## config.mk

```make
export PLATFORM = sky130hd
export DESIGN_NAME = byte_serializer_flat
export DESIGN_NICKNAME = d
export VERILOG_FILES = /design/src/rtl/serializer_pkg.sv /design/src/rtl/byte_serializer_if.sv /design/src/rtl/sync_fifo.sv /design/src/rtl/byte_serializer.sv /design/src/flat_wrapper.sv
export SDC_FILE = /design/constraint.sdc
export NUM_CORES = 1
export LEC_CHECK = 0
export BUFFER_PORTS_ARGS = -buffer_cell sky130_fd_sc_hd__buf_4
export CORE_ASPECT_RATIO = 0.8
export CORE_UTILIZATION = 25
export CTS_BUF_LIST = sky130_fd_sc_hd__clkbuf_16
export DETAILED_ROUTE_END_ITERATION = 10
export GPL_ROUTABILITY_DRIVEN = 0
export GPL_TIMING_DRIVEN = 1
export SETUP_SLACK_MARGIN = 0.3
export SLEW_MARGIN = 20
export SYNTH_ARGS = -nofsm -noshare
export SYNTH_HDL_FRONTEND = slang
export SYNTH_SLANG_ARGS = --single-unit
```

## constraint.sdc

```tcl
create_clock -name clk -period 2.75 [get_ports clk]
set_input_delay 0.275 -clock clk [delete_from_list [all_inputs] [get_ports clk]]
set_output_delay 0.275 -clock clk [all_outputs]
set_load 0.01 [all_outputs]
```

## src/rtl/serializer_pkg.sv

```systemverilog
// Shared types and helpers for the byte serializer and its input FIFO.
package serializer_pkg;

    typedef enum logic [1:0] {
        IDLE,
        SHIFT,
        GAP
    } state_t;

    localparam string LSB_FIRST = "LSB_FIRST";
    localparam string MSB_FIRST = "MSB_FIRST";

    // Width of a counter that must be able to hold max_value.
    function automatic int cnt_width(input int max_value);
        return (max_value < 2) ? 1 : $clog2(max_value + 1);
    endfunction

endpackage

```

## src/rtl/byte_serializer_if.sv

```systemverilog
// Parallel-in handshake plus serial-out bundle of the byte serializer.
interface byte_serializer_if #(
    parameter int DATA_WIDTH = 8,
    parameter int FIFO_DEPTH = 4
);
    localparam int CNT_W = $clog2(FIFO_DEPTH) + 1;

    logic                  in_valid;
    logic [DATA_WIDTH-1:0] in_data;
    logic                  in_ready;
    logic                  load;
    logic                  load_vlaue;
    logic                  busy;
    logic                  frame_done;
    logic [CNT_W-1:0]      fifo_count;

    modport master (
        output in_valid, in_data,
        input  in_ready, load, load_vlaue, busy, frame_done, fifo_count
    );

    modport slave (
        input  in_valid, in_data,
        output in_ready, load, load_vlaue, busy, frame_done, fifo_count
    );

endinterface

```

## src/rtl/sync_fifo.sv

```systemverilog
// Synchronous FIFO with registered count/full/empty flags (DEPTH a power of 2).
module sync_fifo #(
    parameter int WIDTH = 8,
    parameter int DEPTH = 4
) (
    input  logic                   clk,
    input  logic                   rst,
    input  logic                   push,
    input  logic                   pop,
    input  logic [WIDTH-1:0]       wdata,
    output logic [WIDTH-1:0]       rdata,
    output logic [$clog2(DEPTH):0] count,
    output logic                   full,
    output logic                   empty
);
    localparam int AW = $clog2(DEPTH);
    localparam int CW = AW + 1;

    logic [WIDTH-1:0] mem_q [DEPTH];
    logic [AW-1:0]    wptr_q;
    logic [AW-1:0]    rptr_q;
    logic [CW-1:0]    count_q;
    logic [CW-1:0]    count_d;
    logic             full_q;
    logic             empty_q;
    logic             do_push;
    logic             do_pop;

    assign do_push = push && !full_q;
    assign do_pop  = pop && !empty_q;
    assign count_d = count_q + CW'(do_push) - CW'(do_pop);

    // NOTE: storage is not reset; only pointers and count define what is valid.
    always_ff @(posedge clk) begin
        if (do_push) begin
            mem_q[wptr_q] <= wdata;
        end
    end

    // NOTE: non-blocking assignments so every register samples pre-edge values.
    always_ff @(posedge clk) begin
        if (rst) begin
            wptr_q  <= '0;
            rptr_q  <= '0;
            count_q <= '0;
            full_q  <= 1'b0;
            empty_q <= 1'b1;
        end else begin
            if (do_push) begin
                wptr_q <= wptr_q + AW'(1);
            end
            if (do_pop) begin
                rptr_q <= rptr_q + AW'(1);
            end
            count_q <= count_d;
            full_q  <= (count_d == CW'(DEPTH));
            empty_q <= (count_d == '0);
        end
    end

    assign rdata = mem_q[rptr_q];
    assign count = count_q;
    assign full  = full_q;
    assign empty = empty_q;

endmodule

```

## src/rtl/byte_serializer.sv

```systemverilog
// Buffers parallel bytes and shifts them out one bit per clock on load/load_vlaue.
// Optional even-parity trailer bit: define BYTE_SERIALIZER_PARITY_EN.
module byte_serializer
    import serializer_pkg::*;
#(
    parameter int    DATA_WIDTH = 8,
    parameter int    FIFO_DEPTH = 4,
    parameter string BIT_ORDER  = LSB_FIRST,
    parameter int    IDLE_GAP   = 0
) (
    input logic              clk,
    input logic              rst,
    byte_serializer_if.slave bus
);
    localparam bit MSB_ORDER = (BIT_ORDER == MSB_FIRST);
`ifdef BYTE_SERIALIZER_PARITY_EN
    localparam int LAST_POS = DATA_WIDTH;
`else
    localparam int LAST_POS = DATA_WIDTH - 1;
`endif
    localparam int BCNT_W = cnt_width(LAST_POS);
    localparam int GCNT_W = cnt_width(IDLE_GAP);
    localparam int CNT_W  = $clog2(FIFO_DEPTH) + 1;

    state_t                state_q;
    logic [DATA_WIDTH-1:0] sbuf_q;
    logic [BCNT_W-1:0]     bcnt_q;
    logic [GCNT_W-1:0]     gcnt_q;
    logic                  load_q;
    logic                  bit_q;
    logic                  done_q;
    logic                  busy_q;

    logic [DATA_WIDTH-1:0] fifo_rdata;
    logic [CNT_W-1:0]      fifo_count;
    logic [CNT_W-1:0]      count_nxt;
    logic                  fifo_full;
    logic                  fifo_empty;
    logic                  push;
    logic                  pop;
    logic                  frame_last;
    logic                  gap_last;
    logic [DATA_WIDTH-1:0] ordered;
    logic                  data_bit;
    logic                  serial_bit;

    sync_fifo #(
        .WIDTH(DATA_WIDTH),
        .DEPTH(FIFO_DEPTH)
    ) u_fifo (
        .clk  (clk),
        .rst  (rst),
        .push (push),
        .pop  (pop),
        .wdata(bus.in_data),
        .rdata(fifo_rdata),
        .count(fifo_count),
        .full (fifo_full),
        .empty(fifo_empty)
    );

    assign push       = bus.in_valid && !fifo_full;
    assign frame_last = (state_q == SHIFT) && (bcnt_q == BCNT_W'(LAST_POS));
    assign gap_last   = (state_q == GAP) && (gcnt_q == GCNT_W'(IDLE_GAP - 1));
    // A new frame is fetched from IDLE, straight off a frame end, or when a gap expires.
    assign pop        = !fifo_empty &&
                        ((state_q == IDLE) || (frame_last && (IDLE_GAP == 0)) || gap_last);
    assign count_nxt  = fifo_count + CNT_W'(push) - CNT_W'(pop);

    // NOTE: defaults first in always_comb so no path leaves a signal unassigned (latch).
    always_comb begin
        ordered  = sbuf_q;
        data_bit = 1'b0;
        for (int i = 0; i < DATA_WIDTH; i++) begin
            ordered[i] = MSB_ORDER ? sbuf_q[DATA_WIDTH-1-i] : sbuf_q[i];
        end
        for (int i = 0; i < DATA_WIDTH; i++) begin
            if (bcnt_q == BCNT_W'(i)) begin
                data_bit = ordered[i];
            end
        end
    end

`ifdef BYTE_SERIALIZER_PARITY_EN
    assign serial_bit = (bcnt_q == BCNT_W'(DATA_WIDTH)) ? ^sbuf_q : data_bit;
`else
    assign serial_bit = data_bit;
`endif

    always_ff @(posedge clk) begin
        if (rst) begin
            state_q <= IDLE;
            sbuf_q  <= '0;
            bcnt_q  <= '0;
            gcnt_q  <= '0;
            load_q  <= 1'b0;
            bit_q   <= 1'b0;
            done_q  <= 1'b0;
            busy_q  <= 1'b0;
        end else begin
            load_q <= 1'b0;
            done_q <= 1'b0;
            case (state_q)
                IDLE: begin
                    if (pop) begin
                        sbuf_q  <= fifo_rdata;
                        bcnt_q  <= '0;
                        state_q <= SHIFT;
                        busy_q  <= 1'b1;
                    end else begin
                        busy_q <= (count_nxt != '0);
                    end
                end
                SHIFT: begin
                    load_q <= 1'b1;
                    bit_q  <= serial_bit;
                    bcnt_q <= bcnt_q + BCNT_W'(1);
                    busy_q <= 1'b1;
                    if (frame_last) begin
                        done_q <= 1'b1;
                        if (IDLE_GAP > 0) begin
                            state_q <= GAP;
                            gcnt_q  <= '0;
                        end else if (pop) begin
                            sbuf_q <= fifo_rdata;
                            bcnt_q <= '0;
                        end else begin
                            state_q <= IDLE;
                            busy_q  <= (count_nxt != '0);
                        end
                    end
                end
                GAP: begin
                    gcnt_q <= gcnt_q + GCNT_W'(1);
                    busy_q <= 1'b1;
                    if (gap_last) begin
                        if (pop) begin
                            sbuf_q  <= fifo_rdata;
                            bcnt_q  <= '0;
                            state_q <= SHIFT;
                        end else begin
                            state_q <= IDLE;
                            busy_q  <= (count_nxt != '0);
                        end
                    end
                end
                default: state_q <= IDLE;
            endcase
        end
    end

    assign bus.in_ready   = !fifo_full;
    assign bus.load       = load_q;
    assign bus.load_vlaue = bit_q;
    assign bus.busy       = busy_q;
    assign bus.frame_done = done_q;
    assign bus.fifo_count = fifo_count;

endmodule

```

## src/flat_wrapper.sv

```systemverilog
// flat-port wrapper written by rule: the top's interface ports become plain ports
module byte_serializer_flat import serializer_pkg::*;
#(
    parameter int    DATA_WIDTH = 8,
    parameter int    FIFO_DEPTH = 4,
    parameter string BIT_ORDER  = LSB_FIRST,
    parameter int    IDLE_GAP   = 0
)
  (clk, rst, bus_in_valid, bus_in_data, bus_in_ready, bus_load, bus_load_vlaue, bus_busy, bus_frame_done, bus_fifo_count);
  byte_serializer_if #(.DATA_WIDTH(DATA_WIDTH), .FIFO_DEPTH(FIFO_DEPTH)) bus_i ();
  input logic clk;
  input logic rst;
  input wire logic [$bits(bus_i.in_valid)-1:0] bus_in_valid;
  input wire logic [$bits(bus_i.in_data)-1:0] bus_in_data;
  output wire logic [$bits(bus_i.in_ready)-1:0] bus_in_ready;
  output wire logic [$bits(bus_i.load)-1:0] bus_load;
  output wire logic [$bits(bus_i.load_vlaue)-1:0] bus_load_vlaue;
  output wire logic [$bits(bus_i.busy)-1:0] bus_busy;
  output wire logic [$bits(bus_i.frame_done)-1:0] bus_frame_done;
  output wire logic [$bits(bus_i.fifo_count)-1:0] bus_fifo_count;
  assign bus_i.in_valid = bus_in_valid;
  assign bus_i.in_data = bus_in_data;
  assign bus_in_ready = bus_i.in_ready;
  assign bus_load = bus_i.load;
  assign bus_load_vlaue = bus_i.load_vlaue;
  assign bus_busy = bus_i.busy;
  assign bus_frame_done = bus_i.frame_done;
  assign bus_fifo_count = bus_i.fifo_count;
  byte_serializer #(.DATA_WIDTH(DATA_WIDTH), .FIFO_DEPTH(FIFO_DEPTH), .BIT_ORDER(BIT_ORDER), .IDLE_GAP(IDLE_GAP)) u_core (.clk(clk), .rst(rst), .bus(bus_i));
endmodule
```

==> summary.md, run 1 <==
| Metric | Value |
|---|---|
| Status | finished clean |
| Max VDD drop | 449 µV |
| Sequential-to-total area share from yosys stat | around 61% |
| Rel. slew slack | ~63% |
| GRT overflow | 0 |
| PortBufs | 18 |
| Crit Path Class | register to register |
| Synth-to-Final Area Change | 26.1% |
| TritonCTS buffer count | 9 |
| Avg Inst Size Synth | between 10 and 15 µm² |
| DP Wirelength | 2.82 mm |
| EDFF count, synth | 32 |
| Highest layer used for signal routing | met4 |
| Cts hold-fix bufs | 0 |
| Worst-Skew Late Latency | ~0.33 ns |
| Tightest Hold Check Type | input pin to register |
| Critical path arrival | ~2.6 ns |
| Antenna diodes | 0 |
| Number of global-route vias before repair | between 1000 and 1500 |
| H-tree Lvls | 3 |
| Num Clock Sinks | 59 |
| WL met1 | around 2.1 mm |
| Routed wl met2 | around 2.0 mm |
| Layout Nets | ~240 |
| CTS Buffer Depth | 2 |
| Synthesis warning total | 0 |
| Most frequent cell after synthesis | edfxtp_1 |
| Main area contributors after synthesis | edfxtp_1, dfxtp_1, mux4_2 |
| Critical path fanouts, max | 10 |
| Number of setup violations in the final report | 0 |
| Worst-Margin Slew | ~0.55 ns |
| WHS | roughly 0.14 ns |
| PD cells | 1060 nW/µm² |
| RSZ-0062 raised after global routing | false |
| Syn_nets | between 200 and 250 |
| Die height | 91.0 µm |
| Final Hold Fails | 0 |
| CP Capture Type | register |
| Pins Over Slew Limit | 0 |
| DR WL/cell | about 13 µm |
| Residual DRC count | 0 |
| Root buffer cell | clkbuf_16 |
| Row cnt | 32 |
| Setup TNS | 0 ns |
| Global-route wire length before repair | between 7 and 8 mm |
| Yosys top cell by area | edfxtp_1 |
| Req. time, crit path | around 3 ns |
| Commonest cells in the netlist | edfxtp_1, dfxtp_1, nor2_1, nand2_1 |
| Yosys top cell area share | 38.8% |
| Fmax | roughly 420 MHz |
| Synth unique cells | 34 |
| Worst-path clk slew | about 0.06 ns |
| Cells after synthesis | approximately 190 |
| # fillers | around 960 |
| Asr flop ratio synth | 0% |
| Via count | roughly 1400 |
| Post-Route WL | approximately 4.4 mm |
| Clock Skew | 0.0105 ns |
| Ys flop type | edfxtp_1 |
| Pre-CTS setup slack | about 0.13 ns |
| GRT Total Usage | 9.54% |
| Drt pass-1 iters | 4 |
| Maxcap violations | 0 |
| Final critical-path setup slack | 0.380 ns |
| Iter 0 DRT Violations | just over 70 |
| Core footprint | between 9000 and 10000 µm² |
| Mapped Area | 2470 µm² |
| DR WL met3 | approximately 180 µm |
| Ports | 19 |
| Die ar. | slightly above 10000 µm² |
| Final min period | roughly 2.4 ns |
| Leak | 1.13 nW |
| Largest net degree at the start of global routing | 25 |
| Post-route antenna net violation count | 0 |
| Initial Util | between 20% and 30% |
| Synthesized flop and latch total | roughly 60 |
| CTS tree | done |
| Util after Layout | about a third |
| Final period util | between 80% and 90% |
| Share of cells above drive strength 1 | ~30% |
| Worst Setup Start Kind | register |
| Vias/cell | between 4 and 5 |
| Die Wd | roughly 110 µm |
| Initial antenna violation count | 0 |
-- worst paths after layout --
kind | start | to | slack (ns) | cells after the start
worst max-delay path | u_core.bcnt_q[0] | u_core.bus.busy | 0.38 | 11
worst min-delay path | bus_in_data[2] | u_core.u_fifo.mem_q[0][2] | 0.14 | 1
worst max register to register | u_core.bcnt_q[0] | u_core.bus.busy | 0.38 | 11
worst min register to register | u_core.ordered[0] | u_core.ordered[0] | 0.45 | 2
-- metrics by stage --
step / power, mW / instances / area, µm²
2_1_floorplan: 1.93 / 189 / 2490
3_3_place_gp: 2.13 / 321 / 2740
3_5_place_dp: 2.14 / 321 / 2740
4_1_cts: 3.29 / 337 / 3070
5_1_grt: 3.50 / 339 / 3120
6_report: 3.31 / 339 / 3120
-- worst max-delay path: stages (launching register included) --
cell	delay, ns
dfxtp_4	0.36
ha_4	0.17
ha_4	0.17
nand2b_4	0.16
nand2b_4	0.12
inv_8	0.05
ha_4	0.26
inv_2	0.04
ha_1	0.20
fa_2	0.54
nor2_1	0.04
a41oi_1	0.18
-- sequential cells by signal (all words and copies together) (netlist names), named ones only --
name / cells
u_core.u_fifo.mem_q: 32
u_core.bus.frame_done: 1
u_core.bus.load: 1
u_core.u_fifo.full: 1
u_core.bus.busy: 1
u_core.u_fifo.empty: 1
u_core.ordered: 8
u_core.u_fifo.rptr_q: 2
u_core.u_fifo.count: 3
u_core.bus.load_vlaue: 1
u_core.bcnt_q: 3
u_core.u_fifo.wptr_q: 2
u_core.state_q: 1
-- timing repair --
item	4_1_cts	5_1_grt
gates resized for setup	6	7
setup buffers	0	2
pin swaps	0	2
endpoints found under the setup margin	5	3
-- layer usage --
layer  up-vias  GRT usage [%]
met3         8           4.47
li1        702              -
met2        20           14.1
met1       712           12.1
met4         0           3.62
met5         -              0
-- layout by cell type, fill, tap and decap left out, types with 4 or more instances in the layout --
master,n
edfxtp_1,32
dfxtp_1,25
buf_4,22
nor2_1,20
nand2_1,19
a21oi_1,15
inv_1,13
ha_1,9
clkbuf_16,9
mux4_2,8
and2_1,5
nor2b_1,4
ha_4,4
-- area by class of cell --
cell class                      instances  area (µm²)  area share, %
Sequential cell                        59        1510           48.3
Multi-Input combinational cell        107         930           29.8
Clock buffer                            9         225           7.22
Timing Repair Buffer                   22         165           5.29
Tap cell                              119         149           4.77
Clock inverter                          7        76.3           2.45
Inverter                               16        67.6           2.17
-- power by group --
part / internal [mW] / switching (mW)
Combinational: 0.449 / 0.440
Clock: 0.704 / 0.415
Sequential: 1.13 / 0.168
-- cells by family (layout without fill, tap and decap cells) --
kind of cell | count (synthesis) | in the layout | share of synthesized area, %
flip-flops | 59 | 59 | 60.7
buffers and inverters | 23 | 54 | 4.75
multiplexers | 9 | 9 | 7.74
AND/OR/NAND/NOR | 54 | 54 | 10.1
AO/OA/AOI/OAI | 23 | 23 | 5.77
XOR/XNOR | 6 | 6 | 2.73
adder cells (fa/ha/maj) | 15 | 15 | 8.19
Note: power is estimated with default switching activity, not from simulation.
==> run 2: changes to the inputs <==
BUFFER_PORTS_ARGS = unset   (was -buffer_cell sky130_fd_sc_hd__buf_4)
CORE_ASPECT_RATIO = unset   (was 0.8)
DONT_BUFFER_PORTS = 1   (was unset)
==> summary.md, run 2 (synthesis results as in run 1) <==
| Metric | Value |
|---|---|
| Number of global-route vias before repair | 1409 (was 1436) |
| P_sw | 0.973 mW (was 1.02 mW) |
| Worst Reg-to-Reg Cells | 11 (unchanged) |
| Via count | 1335 (was 1442) |
| Post-Route WL | 4.16 mm (was 4.43 mm) |
| CTS tree | done (unchanged) |
| CTS Buffer Depth | 2 (unchanged) |
| Global-route wire length before repair | 7.11 mm (was 7.23 mm) |
| Slowest CP cell | fa_2 (unchanged) |
| Final Hold Fails | 0 (unchanged) |
| Critical path fanouts, max | 10 (unchanged) |
| Ports | 19 (unchanged) |
| Antenna diodes | 0 (unchanged) |
| DP Wirelength | 2.85 mm (was 2.82 mm) |
| CP Capture Type | register (unchanged) |
| Final Cell Area | 2980 µm² (was 3120 µm²) |
| Final min period | 2.36 ns (was 2.37 ns) |
| Die ar. | 10300 µm² (about the same) |
| Largest Register | u_core.u_fifo.mem_q (unchanged) |
| Slowest stage delay, CP | 0.54 ns (about the same) |
| Sequential share of power | 41.0% (was 39.3%) |
| Clk pwr share | 34.4% (was 33.8%) |
| Core footprint | 9420 µm² (was 9610 µm²) |
| Largest delay share family, worst path | adder cells (unchanged) |
| Initial Util | 26.3% (was 25.7%) |
| Pint | 2.24 mW (was 2.29 mW) |
| Tightest Hold Check Type | input pin to register (unchanged) |
| Req. time, crit path | 2.99 ns (was 3.00 ns) |
| Synth-to-Final Area Change | 20.6% (was 26.1%) |
| Critical path arrival | 2.60 ns (was 2.62 ns) |
| Most frequent cells in the layout | edfxtp_1, dfxtp_1, nand2_1, nor2_1, a21oi_1 (was edfxtp_1, dfxtp_1, buf_4) |
| Area occupied by multi-input gates | 920 µm² (was 930 µm²) |
| PD cells | 1080 nW/µm² (was 1060 nW/µm²) |
| Crit Path Class | register to register (unchanged) |
| Layout Nets | 223 (was 241) |
| Iter 0 DRT Violations | 38 (was 71) |
| DR WL/cell | 12.6 µm (was 13.1 µm) |
| Post-route antenna net violation count | 0 (unchanged) |
| PortBufs | 0 (was 18) |
| Die Wd | 101 µm (was 113 µm) |
| CP most frequent cell | ha_4 (unchanged) |
| Util after Layout | 31.7% (was 32.5%) |
| Leak | 1.04 nW (was 1.13 nW) |
| Setup TNS | 0 ns (unchanged) |
| Worst Setup Start Kind | register (unchanged) |
| Critical Path Stages | 11 (unchanged) |
| GRT overflow | 0 (unchanged) |
| Worst hold stages | 1 (unchanged) |
| TritonCTS buffer count | 9 (unchanged) |
| Worst-Skew Late Latency | 0.33 ns (about the same) |
| Status | finished clean (unchanged) |
| Critical path cell sequence | ha_4, ha_4, nand2b_4, nand2b_4, inv_8, ha_4, inv_2, ha_1, fa_2, nor2_2, a41oi_1 (was ha_4, ha_4, nand2b_4, nand2b_4, inv_8, ha_4, inv_2, ha_1, fa_2, nor2_1, a41oi_1) |
| Drt pass-1 iters | 4 (unchanged) |
| Root buffer cell | clkbuf_16 (unchanged) |
| Worst-path clk slew | 0.05 ns (was 0.06 ns) |
| Largest register FFs | 32 (unchanged) |
| Combinational power share | 24.6% (was 26.9%) |
| Largest net degree at the start of global routing | 25 (unchanged) |
| Clock Skew | 0.00465 ns (was 0.0105 ns) |
| Vias/cell | 4.03 (was 4.25) |
| DP Area | 2630 µm² (was 2740 µm²) |
| # fillers | 931 (was 957) |
| Hold_sp | rst (was bus_in_data[2]) |
| Fmax | 424 MHz (was 422 MHz) |
| H-tree Lvls | 3 (unchanged) |
| Sw Share | 30.3% (was 30.9%) |
| WP buf/inv | 2 (unchanged) |
| Initial antenna violation count | 0 (unchanged) |
| FF/Latch Area | 1510 µm² (about the same) |
| Max VDD drop | 471 µV (was 449 µV) |
| Placed cell count | 314 (was 321) |
| Final period util | 85.8% (was 86.2%) |
| Cell Count, Final, Fillers Out | 331 (was 339) |
| WHS | 0.0135 ns (was 0.143 ns) |
| Rel. slew slack | 64.3% (was 63.1%) |
| Die height | 101 µm (was 91.0 µm) |
| GRT Total Usage | 9.54% (about the same) |
| Commonest non-fill, non-tap cell in the layout | edfxtp_1 (unchanged) |
| RSZ-0062 raised after global routing | false (unchanged) |
| Worst-Margin Slew | 0.535 ns (was 0.552 ns) |
| Maxcap violations | 0 (unchanged) |
| Row cnt | 35 (was 32) |
| CP startpoint | u_core.bcnt_q[1] (was u_core.bcnt_q[0]) |
| Pins Over Slew Limit | 0 (unchanged) |
| Number of setup violations in the final report | 0 (unchanged) |
| Num Clock Sinks | 59 (unchanged) |
| Residual DRC count | 0 (unchanged) |
| Share of cells above drive strength 1 | 22.3% (was 29.5%) |
| R2R Path Start | u_core.bcnt_q[1] (was u_core.bcnt_q[0]) |
-- run 2: worst paths after layout --
check,end,slack (ns)
min reg2reg,u_core.ordered[0],0.44
max reg2reg,u_core.bus.busy,0.39
min,u_core.bcnt_q[1],0.01
max,u_core.bus.busy,0.39
-- run 2: cell type report --
type / instances / area share (%)
Sequential cell: 59 / 50.4
Clock inverter: 7 / 2.52
Multi-Input combinational cell: 107 / 30.8
Tap cell: 129 / 5.41
Inverter: 16 / 2.26
Timing Repair Buffer: 4 / 1.01
Clock buffer: 9 / 7.55
-- run 2: routing by layer --
metal	vias up	wire length, µm	track usage [%]
li1	671	-	-
met3	4	291	4.21
met2	36	1950	14.3
met5	-	0	0
met1	624	1860	11.4
met4	0	55	5.35
-- run 2: timing repair --
action / in CTS / in global routing
endpoints found under the setup margin: 4 / 3
pin swaps: 0 / 4
hold buffers: 0 / 0
buffers inserted: 1 / 0
resized for setup: 4 / 6
-- run 2: metrics by stage --
stage / total power, mW / setup WS (ns)
after floorplan: 1.93 / 0.312
after global placement: 2.06 / 0.218
after detailed placement: 2.09 / 0.135
after CTS: 3.23 / 0.306
after global routing: 3.42 / 0.312
final: 3.21 / 0.391
-- run 2: power groups by stage --
stage	Clock, mW	Sequential [mW]	Combinational [mW]
3_3_place_gp	0	1.33	0.731
5_1_grt	1.17	1.36	0.896
3_5_place_dp	0	1.34	0.747
2_1_floorplan	0	1.24	0.684
6_report	1.11	1.32	0.790
4_1_cts	1.13	1.33	0.772
